===== config.mk =====
export PLATFORM = sky130hd
export DESIGN_NAME = stack_mon
export DESIGN_NICKNAME = d
export VERILOG_FILES = /design/src/rtl/stack_mon.sv
export SDC_FILE = /design/constraint.sdc
export NUM_CORES = 1
export LEC_CHECK = 0
export BUFFER_PORTS_ARGS = -buffer_cell sky130_fd_sc_hd__buf_2
export CORE_MARGIN = 5
export CORE_UTILIZATION = 45
export DETAILED_ROUTE_END_ITERATION = 8
export GPL_TIMING_DRIVEN = 0
export PLACE_DENSITY = 0.78
export SYNTH_ARGS = -nofsm -noshare
export SYNTH_HDL_FRONTEND = slang
export SYNTH_SLANG_ARGS = --single-unit

===== constraint.sdc =====
create_clock -name clk -period 2.6 [get_ports clk]
set_input_delay 0.13 -clock clk [delete_from_list [all_inputs] [get_ports clk]]
set_output_delay 0.13 -clock clk [all_outputs]
set_load 0.005 [all_outputs]

===== src/rtl/stack_mon.sv =====
// Stack monitor for cpu_x: samples the stack pointer every cycle, flags overflow
// (below LIMIT) and hot-zone entry (below HOT), keeps a low watermark and exposes
// CTRL/LIMIT/HOT/MIN on a single-cycle-ack word bus. Flag rises produce trap pulses.
module stack_mon #(
    parameter logic [31:0] LIMIT_RST = 32'h0000_0000,
    parameter logic [31:0] HOT_RST   = 32'h0000_0000,
    parameter logic [31:0] WMARK_RST = 32'hFFFF_FFFF
) (
    input  logic        clk,
    input  logic        rst,
    input  logic [31:0] spx,
    input  logic        bus_stb,
    input  logic        bus_we,
    input  logic [1:0]  bus_addr,
    input  logic [31:0] bus_din,
    output logic [31:0] bus_dout,
    output logic        bus_ack,
    output logic        trap_ovfl,
    output logic        trap_hot
);

    localparam logic [1:0] AddrCtrl  = 2'd0;
    localparam logic [1:0] AddrLimit = 2'd1;
    localparam logic [1:0] AddrHot   = 2'd2;
    localparam logic [1:0] AddrMin   = 2'd3;

    logic [31:0] r_spx;
    logic        r_en;
    logic        r_ovfl;
    logic        r_hot;
    logic [31:0] r_limit;
    logic [31:0] r_hot_thr;
    logic [31:0] r_min;
    logic        r_ack;
    logic [31:0] r_dout;
    logic        r_trap_ovfl;
    logic        r_trap_hot;

    logic        w_access;
    logic        w_wr_ctrl;
    logic        w_wr_limit;
    logic        w_wr_hot;
    logic        w_wr_min;
    logic        w_ovfl_set;
    logic        w_hot_set;
    logic        w_min_lower;
    logic        w_ovfl_view;
    logic        w_hot_view;
    logic [31:0] w_min_view;
    logic        w_ovfl_next;
    logic        w_hot_next;
    logic [31:0] w_rdata;

    // The ack cycle itself never opens a new access, so a held strobe cannot double-ack.
    assign w_access   = bus_stb & ~r_ack;
    assign w_wr_ctrl  = w_access & bus_we & (bus_addr == AddrCtrl);
    assign w_wr_limit = w_access & bus_we & (bus_addr == AddrLimit);
    assign w_wr_hot   = w_access & bus_we & (bus_addr == AddrHot);
    assign w_wr_min   = w_access & bus_we & (bus_addr == AddrMin);

    // Violation detection on the sampled pointer, unsigned compares, gated by enable.
    assign w_ovfl_set  = r_en & (r_spx < r_limit);
    assign w_hot_set   = r_en & (r_spx < r_hot_thr);
    assign w_min_lower = r_en & (r_spx < r_min);

    // Reads see this cycle's detection result, giving one cycle from spx to visible flag/MIN.
    assign w_ovfl_view = r_ovfl | w_ovfl_set;
    assign w_hot_view  = r_hot | w_hot_set;
    assign w_min_view  = w_min_lower ? r_spx : r_min;

    // A detection beats a simultaneous write-1-to-clear.
    assign w_ovfl_next = w_ovfl_set | (r_ovfl & ~(w_wr_ctrl & bus_din[1]));
    assign w_hot_next  = w_hot_set | (r_hot & ~(w_wr_ctrl & bus_din[2]));

    // Read data mux over the register map.
    always_comb begin
        w_rdata = '0;
        unique case (bus_addr)
            AddrCtrl:  w_rdata = {29'd0, w_hot_view, w_ovfl_view, r_en};
            AddrLimit: w_rdata = r_limit;
            AddrHot:   w_rdata = r_hot_thr;
            AddrMin:   w_rdata = w_min_view;
            default:   w_rdata = '0;
        endcase
    end

    // Pointer sampling stage.
    always_ff @(posedge clk or negedge rst) begin
        if (!rst) begin
            r_spx <= 32'hFFFF_FFFF;
        end else begin
            r_spx <= spx;
        end
    end

    // Control and threshold registers; enable is written directly, flags via detection/W1C.
    always_ff @(posedge clk or negedge rst) begin
        if (!rst) begin
            r_en      <= 1'b0;
            r_ovfl    <= 1'b0;
            r_hot     <= 1'b0;
            r_limit   <= LIMIT_RST;
            r_hot_thr <= HOT_RST;
        end else begin
            r_ovfl <= w_ovfl_next;
            r_hot  <= w_hot_next;
            if (w_wr_ctrl) begin
                r_en <= bus_din[0];
            end
            if (w_wr_limit) begin
                r_limit <= bus_din;
            end
            if (w_wr_hot) begin
                r_hot_thr <= bus_din;
            end
        end
    end

    // Watermark: a bus write takes priority over a lower sample in the same cycle.
    always_ff @(posedge clk or negedge rst) begin
        if (!rst) begin
            r_min <= WMARK_RST;
        end else if (w_wr_min) begin
            r_min <= bus_din;
        end else if (w_min_lower) begin
            r_min <= r_spx;
        end
    end

    // Bus response: one-cycle ack, read data only during the ack of a read.
    always_ff @(posedge clk or negedge rst) begin
        if (!rst) begin
            r_ack  <= 1'b0;
            r_dout <= '0;
        end else begin
            r_ack  <= w_access;
            r_dout <= (w_access & ~bus_we) ? w_rdata : '0;
        end
    end

    // Trap pulses on each 0->1 flag transition only.
    always_ff @(posedge clk or negedge rst) begin
        if (!rst) begin
            r_trap_ovfl <= 1'b0;
            r_trap_hot  <= 1'b0;
        end else begin
            r_trap_ovfl <= w_ovfl_next & ~r_ovfl;
            r_trap_hot  <= w_hot_next & ~r_hot;
        end
    end

    assign bus_dout  = r_dout;
    assign bus_ack   = r_ack;
    assign trap_ovfl = r_trap_ovfl;
    assign trap_hot  = r_trap_hot;

endmodule


**Word level (Yosys, flattened, before mapping)**

Index checks and enable logic that the tools add are counted.

- $lt $le $gt $ge: 3
- Bitwise logic cells: 26
- Reductions and logical operators: 1
- Shift operators: 0
- Eq/ne operators: 3
- Multiply operators: 0
- Add/subtract/negate cells: 0
- Div/mod/pow operators: 0
- Multiplexer cells: 4

Operator list:

| operator | number |
|---|---|
| 32-bit one-hot mux with 4 select lines | 1 |
| 32-bit < comparator | 3 |
| 32-bit two-way mux | 3 |
| 1-bit AND | 16 |
| 1-bit inverter | 6 |
| 2-bit == test, second input constant | 2 |
| 1-bit OR | 4 |
| 2-bit by 1-bit == test with 1-bit output, second input constant | 1 |
| 2-bit logical NOT | 1 |

- RAM bits: 0
- Bits in read-only memories: 0
- Logic and storage cells: 48
- Input port bits: 70
- Memories kept: 0
- Register bits after elaboration: 166
- Bits in latches: 0

**Longest topological paths before layout**

Gate-level depths: netlist of the first run.

- Word-level depth: 9
- Depth in mapped cells: 11
- Mapped depth without buffers: 10

**Worst setup path after synthesis of the first run**

No wires, ideal clock.

- Path kind: register to register
- Start: register r_min[15]
- End: register r_dout[10] (netlist: bus_dout[10])
- Required time: 2.458 ns
- Arrival: 2.505 ns
- Buffers on the path: 1
- Slack: -0.047 ns
- Cell stages (with the launch flop): 11
- Cells stage by stage: dfstp_2 > inv_1 > ha_1 > nand4_1 > nor4_1 > a221oi_1 > o31a_1 > o31ai_4 > buf_6 > mux2i_1 > o211ai_2

- Longest elaborated chain between the ends: 5

Ends and longest elaborated chain:

| what | line | text |
|---|---|---|
| from (decl) | 33 | `logic [31:0] r_min;` |
| from (signal assigned) | 124 | `r_min <= bus_din;` |
| from (signal assigned) | 126 | `r_min <= r_spx;` |
| 32-bit < comparator | 64 | `assign w_min_lower = r_en & (r_spx < r_min);` |
| 1-bit AND | 64 |  |
| 32-bit two-way mux | -- |  |
| 32-bit one-hot mux with 4 select lines | 78 | `unique case (bus_addr)` |
| 32-bit two-way mux | 137 | `r_dout <= (w_access & ~bus_we) ? w_rdata : '0;` |
| to (signal assigned) | 137 |  |
| to (decl) | 35 | `logic [31:0] r_dout;` |

No other way between the ends.
A chain may end at the register's enable or synchronous reset.

**Worst setup path after layout of the first run**

- Start: register r_min[12]
- End: register r_dout[6] (netlist: bus_dout[6])

The elaborated chain is that of the path after synthesis.

==> impl_metrics.ini, run 1 <==
[outcome]
status = finished with violations
violations = setup timing

[drt]
drt_iter0_markers = 729
vias_per_cell = 5.67
post_drt_wl_per_cell_um = 19.5
finalWirelength_um = 26300
vias = 7649
postRouteAntennaNets = 0
firstDrtPassIters = 5
drc = 0

[global_routing]
grt-ovfl-total = 0
grt_use_total_pct = 22.7
grt_max_degree = 121
antenna_found_initial = 0
grt_pass1_vias = 7735
grt_pass1_wl_um = 39500

[timing]
fin_ws_ns = -0.507
setup_violations = 64
period_minus_slack_ns = 3.11
max_freq_mhz = 322
hold_viol = 0
post-route-period-util_pct = 119
rsz0062_at_grt = yes
tightest_slew_ns = 0.905
maxSlewHeadroom_pct = 39.7
tns_ns = -28.24
timing.hold.ws_ns = 0.0933
drv_slew = 0
finClkSkew_ns = 0.0100

[clock_tree]
clock-sinks = 166
cts_max_level = 4
clock_latency_ns = 0.44
cts_buffer_depth = 2
path_clk_slew_ns = 0.06
cts_buffers = 17
cts-root-buf = clkbuf_16
tritoncts = yes

[logic_synthesis]
ys_seq_area_share_pct = 48.7
yosys_register_bits = 166
syn_inst = 877
synth_edf_count = 0
ys_warn_count = 0
yosys_most_used_dff = dfrtp_1
synthArstFlopShare_pct = 100
syn_avg_cell_area_um2 = 9.91
synth_cell_types = 37
synthesis.nets = 1040
synth_area_um2 = 8690

[placement]
dp_hpwl_um = 16900
place_congestion = 0.920
dp_slack_ns = -0.715
portBuffers = 102

[floorplanning]
ios = 105
die_area_um2 = 22200
fp.coreArea_um2 = 18900
fp.dieW_um = 149
die_h_um = 149
start_util_pct = 46.0
placementRows = 50

[pwr]
leakagePower_nw = 5.31
p_per_area_nw_per_um2 = 879
peakVddDrop_mv = 0.413
total_power_mw = 10.1

[cells_and_area]
fin_nets = 1238
area_growth_syn_to_layout_pct = 32.8
drive_gt1_share_pct = 27.8

[setup_path]
cp.required_ns = 2.89
crit_path_end_kind = register
cp-start-kind = register
crit_type = reg2reg
crit_arrival_ns = 3.40
path_max_fanout = 7

[hold_path]
hold_class = in2reg

[flow_run]
max_cap_viol_count = 0
-- synthesized netlist by cell type, types with 3 or more instances --
master,instances,share of area [%]
dfrtp_1,102,29
inv_1,97,4.2
ha_1,93,13
nand2_1,86,3.7
o21ai_0,78,4.5
a21oi_1,65,3.7
dfstp_2,64,19
nand3_1,51,2.9
nor2_1,46,2.0
clkbuf_1,37,1.6
mux2i_1,33,3.8
o211ai_2,19,2.7
nand4_1,14,1.0
a21o_1,13,1.1
nor3_1,11,0.63
nor2b_1,9,0.65
a31oi_1,8,0.58
o21ai_1,7,0.40
nor4_1,6,0.43
nand2b_1,4,0.29
o211ai_1,4,0.35
a211oi_1,3,0.26
a221oi_1,3,0.30
and4_1,3,0.30
buf_6,3,0.39
mux2_2,3,0.39
o2111ai_1,3,0.30
-- cell usage in the layout, fill, tap and decap left out, types with 3 or more instances in the layout --
cell	n
nand2_1	86
o21ai_1	6
buf_2	101
clkbuf_16	20
a21oi_2	22
nand2b_1	4
nor2_1	46
mux2_2	3
o21ai_0	75
mux2i_2	6
bufinv_16	3
o211ai_2	19
nand4_1	14
o211ai_1	4
a211oi_1	3
and4_1	3
dlygate4sd3_1	65
clkbuf_1	43
nand3_1	51
mux2i_4	25
a21o_1	13
ha_4	6
inv_2	4
buf_4	6
o2111ai_1	3
buf_12	3
dfrtp_1	102
nor2b_1	9
ha_1	87
a21oi_1	43
nor4_1	4
a31oi_1	8
inv_1	93
dfstp_2	64
nor3_1	11
o21ai_2	4
-- power by group --
part / internal (mW) / total, mW / leakage, nW / switching [mW]
sequential: 3.37 / 3.83 / 1.95 / 0.464
clock: 1.54 / 2.57 / 0.279 / 1.03
combinational: 1.81 / 3.74 / 3.08 / 1.94
total: 6.71 / 10.1 / 5.31 / 3.43
-- routing by layer --
metal | part of all wire [%] | track usage, % | vias up
li1 | - | - | 3444
met1 | 40 | 29.5 | 3695
met2 | 47 | 36.8 | 414
met3 | 8.6 | 4.98 | 96
met4 | 4.1 | 9.93 | 0
met5 | 0 | 0 | -
-- path summary, 6_finish.rpt --
| kind | startpoint | to | slack (ns) | depth (start not counted) |
|---|---|---|---|---|
| worst min-delay path | bus_stb | bus_ack | 0.09 | 2 |
| worst max-delay path | r_min[12] | bus_dout[6] | -0.51 | 11 |
| worst min register to register | r_ovfl | trap_ovfl | 0.47 | 1 |
| worst max register to register | r_min[12] | bus_dout[6] | -0.51 | 11 |
| max in group asynchronous | rst | bus_dout[13] | 1.50 | 3 |
| min in group asynchronous | rst | r_limit[28] | 0.18 | 2 |
-- final cells by class --
| type | instances | area, µm² |
|---|---|---|
| well taps | 260 | 325 |
| inverters | 97 | 364 |
| multi-input cells | 574 | 4490 |
| repair buffers | 179 | 1340 |
| plain buffers | 40 | 199 |
| fillers | 1447 | 7350 |
| diodes | 1 | 2.50 |
| clock inverters | 8 | 128 |
| flip-flops and latches | 166 | 4230 |
| clock buffers | 24 | 462 |
-- kinds of logic (layout without fill, tap and decap cells) --
family | Yosys count | count (layout) | share of synthesized area (%)
simple gates | 231 | 231 | 12.1
buf+inv | 137 | 348 | 6.17
mux | 36 | 36 | 4.19
other cells | 0 | 1 | 0
flops | 166 | 166 | 48.7
fa+ha+maj | 93 | 93 | 13.4
compound gates | 214 | 214 | 15.5
-- stage by stage --
step | utilization (%) | cell area [µm²] | instances
2_1_floorplan | - | 8760 | 877
6_report | 61.1 | 11500 | 1349
3_3_place_gp | 50.8 | 9600 | 1239
5_1_grt | 61.1 | 11500 | 1348
4_1_cts | 58.7 | 11100 | 1340
3_5_place_dp | 51.0 | 9640 | 1240
-- registers in the layout, indices dropped and copies added (netlist names) --
name	cells
bus_ack	1
bus_dout	32
r_en	1
r_hot	1
r_hot_thr	32
r_limit	32
r_min	32
r_ovfl	1
r_spx	32
trap_hot	1
trap_ovfl	1
-- critical path: stages (launching register included) --
cell and delay, ns:
dfstp_2 0.55, inv_2 0.05, ha_4 0.25, nand4_1 0.21
nor4_4 0.36, a221oi_4 0.13, o31a_1 0.39, o31ai_4 0.21
buf_6 0.23, clkbuf_16 0.21, mux2i_2 0.26, o211ai_2 0.10
-- what timing repair did --
item	in CTS	in global routing
endpoints found under the hold margin	172	0
setup endpoints to repair	64	64
pin swaps	6	9
hold buffers	65	0
gates resized for setup	39	61
cloned	0	3
buffers inserted	3	5
(Power assumes the default switching activity.)
==> run 2, diff against run 1 <==
--- a/config.mk
+++ b/config.mk
@@ -6,11 +6,13 @@
 export NUM_CORES = 1
 export LEC_CHECK = 0
 export BUFFER_PORTS_ARGS = -buffer_cell sky130_fd_sc_hd__buf_2
+export CELL_PAD_IN_SITES_DETAIL_PLACEMENT = 0
+export CELL_PAD_IN_SITES_GLOBAL_PLACEMENT = 2
 export CORE_MARGIN = 5
-export CORE_UTILIZATION = 45
+export CORE_UTILIZATION = 34
 export DETAILED_ROUTE_END_ITERATION = 8
 export GPL_TIMING_DRIVEN = 0
-export PLACE_DENSITY = 0.78
+export PLACE_DENSITY = 0.88
 export SYNTH_ARGS = -nofsm -noshare
 export SYNTH_HDL_FRONTEND = slang
 export SYNTH_SLANG_ARGS = --single-unit
==> impl_metrics.ini, run 2 (same netlist as run 1, synthesis figures left out) <==
[floorplanning]
die_h_um = 170
fp.coreArea_um2 = 25200
die_area_um2 = 28900
start_util_pct = 34.5
ios = 105
fp.dieW_um = 170
placementRows = 58

[drt]
vias_per_cell = 5.06
drc = 0
drt_iter0_markers = 417
firstDrtPassIters = 5
finalWirelength_um = 27100
vias = 7188
post_drt_wl_per_cell_um = 19.0
postRouteAntennaNets = 0

[placement]
place_congestion = 0.827
portBuffers = 102
dp_hpwl_um = 18400

[clock_tree]
tritoncts = yes
cts_buffers = 17
clock-sinks = 166
cts-root-buf = clkbuf_16
path_clk_slew_ns = 0.07
cts_buffer_depth = 2
clock_latency_ns = 0.44
cts_max_level = 4

[global_routing]
grt-ovfl-total = 0
grt_max_degree = 85
antenna_found_initial = 0
grt_pass1_vias = 7350
grt_pass1_wl_um = 41300
grt_use_total_pct = 18.6

[flow_run]
max_cap_viol_count = 0

[hold_path]
hold_class = in2reg

[setup_path]
crit_type = reg2reg
cp.required_ns = 2.93
crit_arrival_ns = 3.28
path_max_fanout = 7
crit_path_end_kind = register
cp-start-kind = register

[pwr]
p_per_area_nw_per_um2 = 860
leakagePower_nw = 5.34
peakVddDrop_mv = 0.444

[cells_and_area]
drive_gt1_share_pct = 29.3
fin_nets = 1241
area_growth_syn_to_layout_pct = 34.5
antenna_cells = 0
mostFrequentLayoutCells = 102 x dfrtp_1, 101 x buf_2, 94 x inv_1, 86 x nand2_1, 85 x ha_1
mostFrequentLayoutCell = dfrtp_1
fin_util_pct = 46.4

[timing]
tns_ns = -18.24
timing.hold.ws_ns = 0.0354
finClkSkew_ns = 0.0159
hold_viol = 0
max_freq_mhz = 339
rsz0062_at_grt = yes
maxSlewHeadroom_pct = 33.6
setup_violations = 64
period_minus_slack_ns = 2.95
drv_slew = 0
post-route-period-util_pct = 114
tightest_slew_ns = 0.997
fin_ws_ns = -0.353

[outcome]
status = finished with violations
violations = setup timing
run 2: changes by cell type in the layout (fill, tap and decap cells not counted), moves of 3 or more:
cell / previous run / this run
clkbuf_1: 43 / 37
inv_6: 1 / 4
a21oi_1: 43 / 40
clkinv_4: 1 / 4
a21oi_2: 22 / 25
o21ai_1: 6 / 3
run 2: layer usage:
layer | vias up | wire length [µm] | GRT usage [%]
li1 | 3467 | - | -
met1 | 3546 | 12600 | 26.1
met2 | 147 | 13100 | 30.8
met3 | 28 | 1040 | 2.69
met4 | 0 | 317 | 4.10
met5 | - | 0 | 0
run 2: final cells by class:
| cell class | count | area (µm²) |
|---|---|---|
| multi-input cells | 574 | 4530 |
| well taps | 330 | 413 |
| flip-flops and latches | 166 | 4230 |
| clock buffers | 18 | 439 |
| plain buffers | 40 | 199 |
| inverters | 97 | 364 |
| repair buffers | 182 | 1370 |
| fillers | 2399 | 13500 |
| clock inverters | 14 | 145 |
run 2: worst paths after layout:
kind	startpoint	to	slack, ns	depth (start not counted)
worst min-delay path	bus_stb	bus_ack	0.04	2
worst min register to register	r_ovfl	trap_ovfl	0.49	1
worst max register to register	r_spx[11]	bus_dout[1]	-0.35	11
max in group asynchronous	rst	r_min[10]	1.44	3
min in group asynchronous	rst	r_limit[27]	0.27	2
worst max-delay path	r_spx[11]	bus_dout[1]	-0.35	11
run 2: metrics by stage:
step | setup WS (ns) | area, µm² | cells | total power, mW
floorplan | -0.0101 | 8760 | 877 | 5.53
finish | -0.353 | 11700 | 1421 | 10.1
CTS | -0.379 | 11300 | 1413 | 9.53
detailed placement | -0.734 | 9720 | 1310 | 6.39
global route | -0.433 | 11700 | 1421 | 10.7
global placement | -1.25 | 9690 | 1309 | 6.31
run 2: report_power, final:
group	leakage (nW)	internal (mW)	switching, mW
clock network	0.286	1.37	1.18
registers	1.95	3.36	0.425
logic	3.10	1.83	1.88
total	5.34	6.57	3.49
run 2: timing repair:
action	4_1_cts	5_1_grt
pin swaps	8	10
buffers inserted	6	5
hold buffers	65	0
endpoints found under the hold margin	180	0
endpoints found under the setup margin	65	68
resized for setup	54	53
gates cloned	0	3
run 2: worst max-delay path, cell delays in order, from the launching register on:
cell and delay [ns]:
dfstp_2 0.62, ha_4 0.23, a21oi_1 0.17, o21ai_2 0.09
a211o_1 0.31, a221oi_2 0.25, o31a_1 0.27, o31ai_4 0.08
buf_8 0.19, buf_6 0.14, mux2i_4 0.19, a311oi_2 0.30
==> run 3, diff against run 2 <==
--- a/config.mk
+++ b/config.mk
@@ -8,9 +8,11 @@
 export BUFFER_PORTS_ARGS = -buffer_cell sky130_fd_sc_hd__buf_2
 export CELL_PAD_IN_SITES_DETAIL_PLACEMENT = 0
 export CELL_PAD_IN_SITES_GLOBAL_PLACEMENT = 2
+export CORE_ASPECT_RATIO = 0.7
 export CORE_MARGIN = 5
 export CORE_UTILIZATION = 34
 export DETAILED_ROUTE_END_ITERATION = 8
+export GPL_ROUTABILITY_DRIVEN = 1
 export GPL_TIMING_DRIVEN = 0
 export PLACE_DENSITY = 0.88
 export SYNTH_ARGS = -nofsm -noshare
==> impl_metrics.ini, run 3 (same netlist as run 1, synthesis figures left out) <==
[setup_path]
critPathTopFamily = compound AO/OA/AOI/OAI gates
r2r_start = r_min[9]
r2r_slack_ns = -0.56
cp_common_cell = buf_12
ff2ff_path_depth = 12
cp-start-kind = register
cp.required_ns = 2.87
crit_path_end_kind = register
r2r_end = bus_dout[18]
slowest_stage = dfstp_2
crit_chain = inv_2 > ha_4 > nand4_1 > nor4_4 > a221oi_4 > o31a_1 > o31ai_4 > buf_6 > buf_12 > buf_12 > mux2i_4 > o211ai_2
worst-path-buf-inv = 4
path_max_fanout = 5
crit_type = reg2reg
cp.depth = 12
slowest_delay_ns = 0.55
crit_arrival_ns = 3.43

[floorplanning]
die_area_um2 = 28900
ios = 105
fp.dieW_um = 201
die_h_um = 144
placementRows = 49
start_util_pct = 34.2
fp.coreArea_um2 = 25400

[clock_tree]
path_clk_slew_ns = 0.07
cts_buffer_depth = 2
cts_max_level = 4
cts_buffers = 17
clock_latency_ns = 0.44
clock-sinks = 166
cts-root-buf = clkbuf_16
tritoncts = yes

[hold_path]
hold_class = in2reg
hp-start = bus_we
min_to = r_ovfl
hold_depth = 5

[timing]
rsz0062_at_grt = yes
tightest_slew_ns = 0.977
finClkSkew_ns = 0.0179
maxSlewHeadroom_pct = 34.9
period_minus_slack_ns = 3.16
max_freq_mhz = 317
hold_viol = 0
drv_slew = 0
post-route-period-util_pct = 122
tns_ns = -29.49
setup_violations = 64
fin_ws_ns = -0.559

[global_routing]
grt_pass1_vias = 7460
grt_use_total_pct = 19.7
grt_max_degree = 86
antenna_found_initial = 0
grt-ovfl-total = 0
grt_pass1_wl_um = 43600

[cells_and_area]
drive_gt1_share_pct = 29.5
mostFrequentLayoutCells = 102 x dfrtp_1, 101 x buf_2, 91 x inv_1, 85 x nand2_1, 83 x ha_1
area_growth_syn_to_layout_pct = 36.1
final_cells = 1436
antenna_cells = 0
fin_nets = 1255
mostFrequentLayoutCell = dfrtp_1

[placement]
dp_hpwl_um = 19000
dp.cells = 1311
portBuffers = 102
place_congestion = 0.828

[drt]
post_drt_wl_per_cell_um = 19.4
drc = 0
vias_per_cell = 5.02
drt_iter0_markers = 459
vias = 7206
firstDrtPassIters = 4
postRouteAntennaNets = 0
finalWirelength_um = 27800

[outcome]
violations = setup timing
status = finished with violations

[pwr]
leakagePower_nw = 5.41
peakVddDrop_mv = 0.496
p_per_area_nw_per_um2 = 873

[flow_run]
max_cap_viol_count = 0
## run 3: cell types whose count changed in the layout (fill, tap and decap cells not counted), sizes merged
| cell | delta |
|---|---|
| dlygate4sd3 | +1 |
| clkinv | -3 |
| clkbuf | -1 |
| bufinv | +1 |
| buf | +16 |
## run 3: layout make-up
type | instances | area, µm²
plain buffers | 40 | 199
clock buffers | 20 | 457
clock inverters | 12 | 141
fillers | 2384 | 13600
inverters | 97 | 364
multi-input cells | 574 | 4550
flip-flops and latches | 166 | 4230
well taps | 331 | 414
repair buffers | 196 | 1480
## run 3: how the worst max path moves through the flow
| stage | from | endpoint |
|---|---|---|
| after floorplan | r_min[14] | bus_dout[10] |
| after global placement | rst | bus_dout[7] |
| after detailed placement | r_min[19] | bus_dout[2] |
| after CTS | r_min[11] | bus_dout[17] |
| after global routing | r_min[12] | bus_dout[23] |
| final | r_min[9] | bus_dout[18] |
## run 3: metal layers
metal / up-vias / global-route usage (%) / share of wire, %
met5: - / 0 / 0
met4: 0 / 4.96 / 1.1
met3: 19 / 4.13 / 5.0
met2: 181 / 29.4 / 43
met1: 3521 / 29.3 / 51
li1: 3485 / - / -
## run 3: what timing repair did
action / 4_1_cts / 5_1_grt
gates resized for setup: 79 / 31
setup endpoints to repair: 64 / 65
gates cloned: 2 / 0
pin swaps: 13 / 15
endpoints found under the hold margin: 183 / 0
hold buffers: 66 / 0
setup buffers: 14 / 12
## run 3: worst register-to-register path, delay by kind of cell, from the launching register on
family | cells | cell delay, ns
AO/OA/AOI/OAI | 4 | 0.90
adder cells (fa/ha/maj) | 1 | 0.27
buffers and inverters | 4 | 0.48
flip-flops | 1 | 0.55
multiplexers | 1 | 0.22
AND/OR/NAND/NOR | 2 | 0.58
## run 3: where the power goes
part | total [mW] | internal, mW | switching (mW)
clock | 2.63 | 1.49 | 1.14
combinational | 3.92 | 1.94 | 1.98
sequential | 3.78 | 3.36 | 0.421
total | 10.3 | 6.78 | 3.54
## run 3: through the flow
| stage | total power, mW | utilization [%] | setup WS (ns) | area [µm²] | hold WS (ns) |
|---|---|---|---|---|---|
| finish | 10.3 | 46.5 | -0.559 | 11800 | 0.264 |
| global route | 11.0 | 46.5 | -0.618 | 11800 | 0.282 |
| CTS | 10.1 | 45.6 | -0.601 | 11600 | 0.238 |
| detailed placement | 6.42 | 38.2 | -1.04 | 9720 | 0.185 |
| global placement | 6.35 | 38.1 | -1.34 | 9690 | 0.235 |
| floorplan | 5.53 | - | -0.0101 | 8760 | -0.166 |
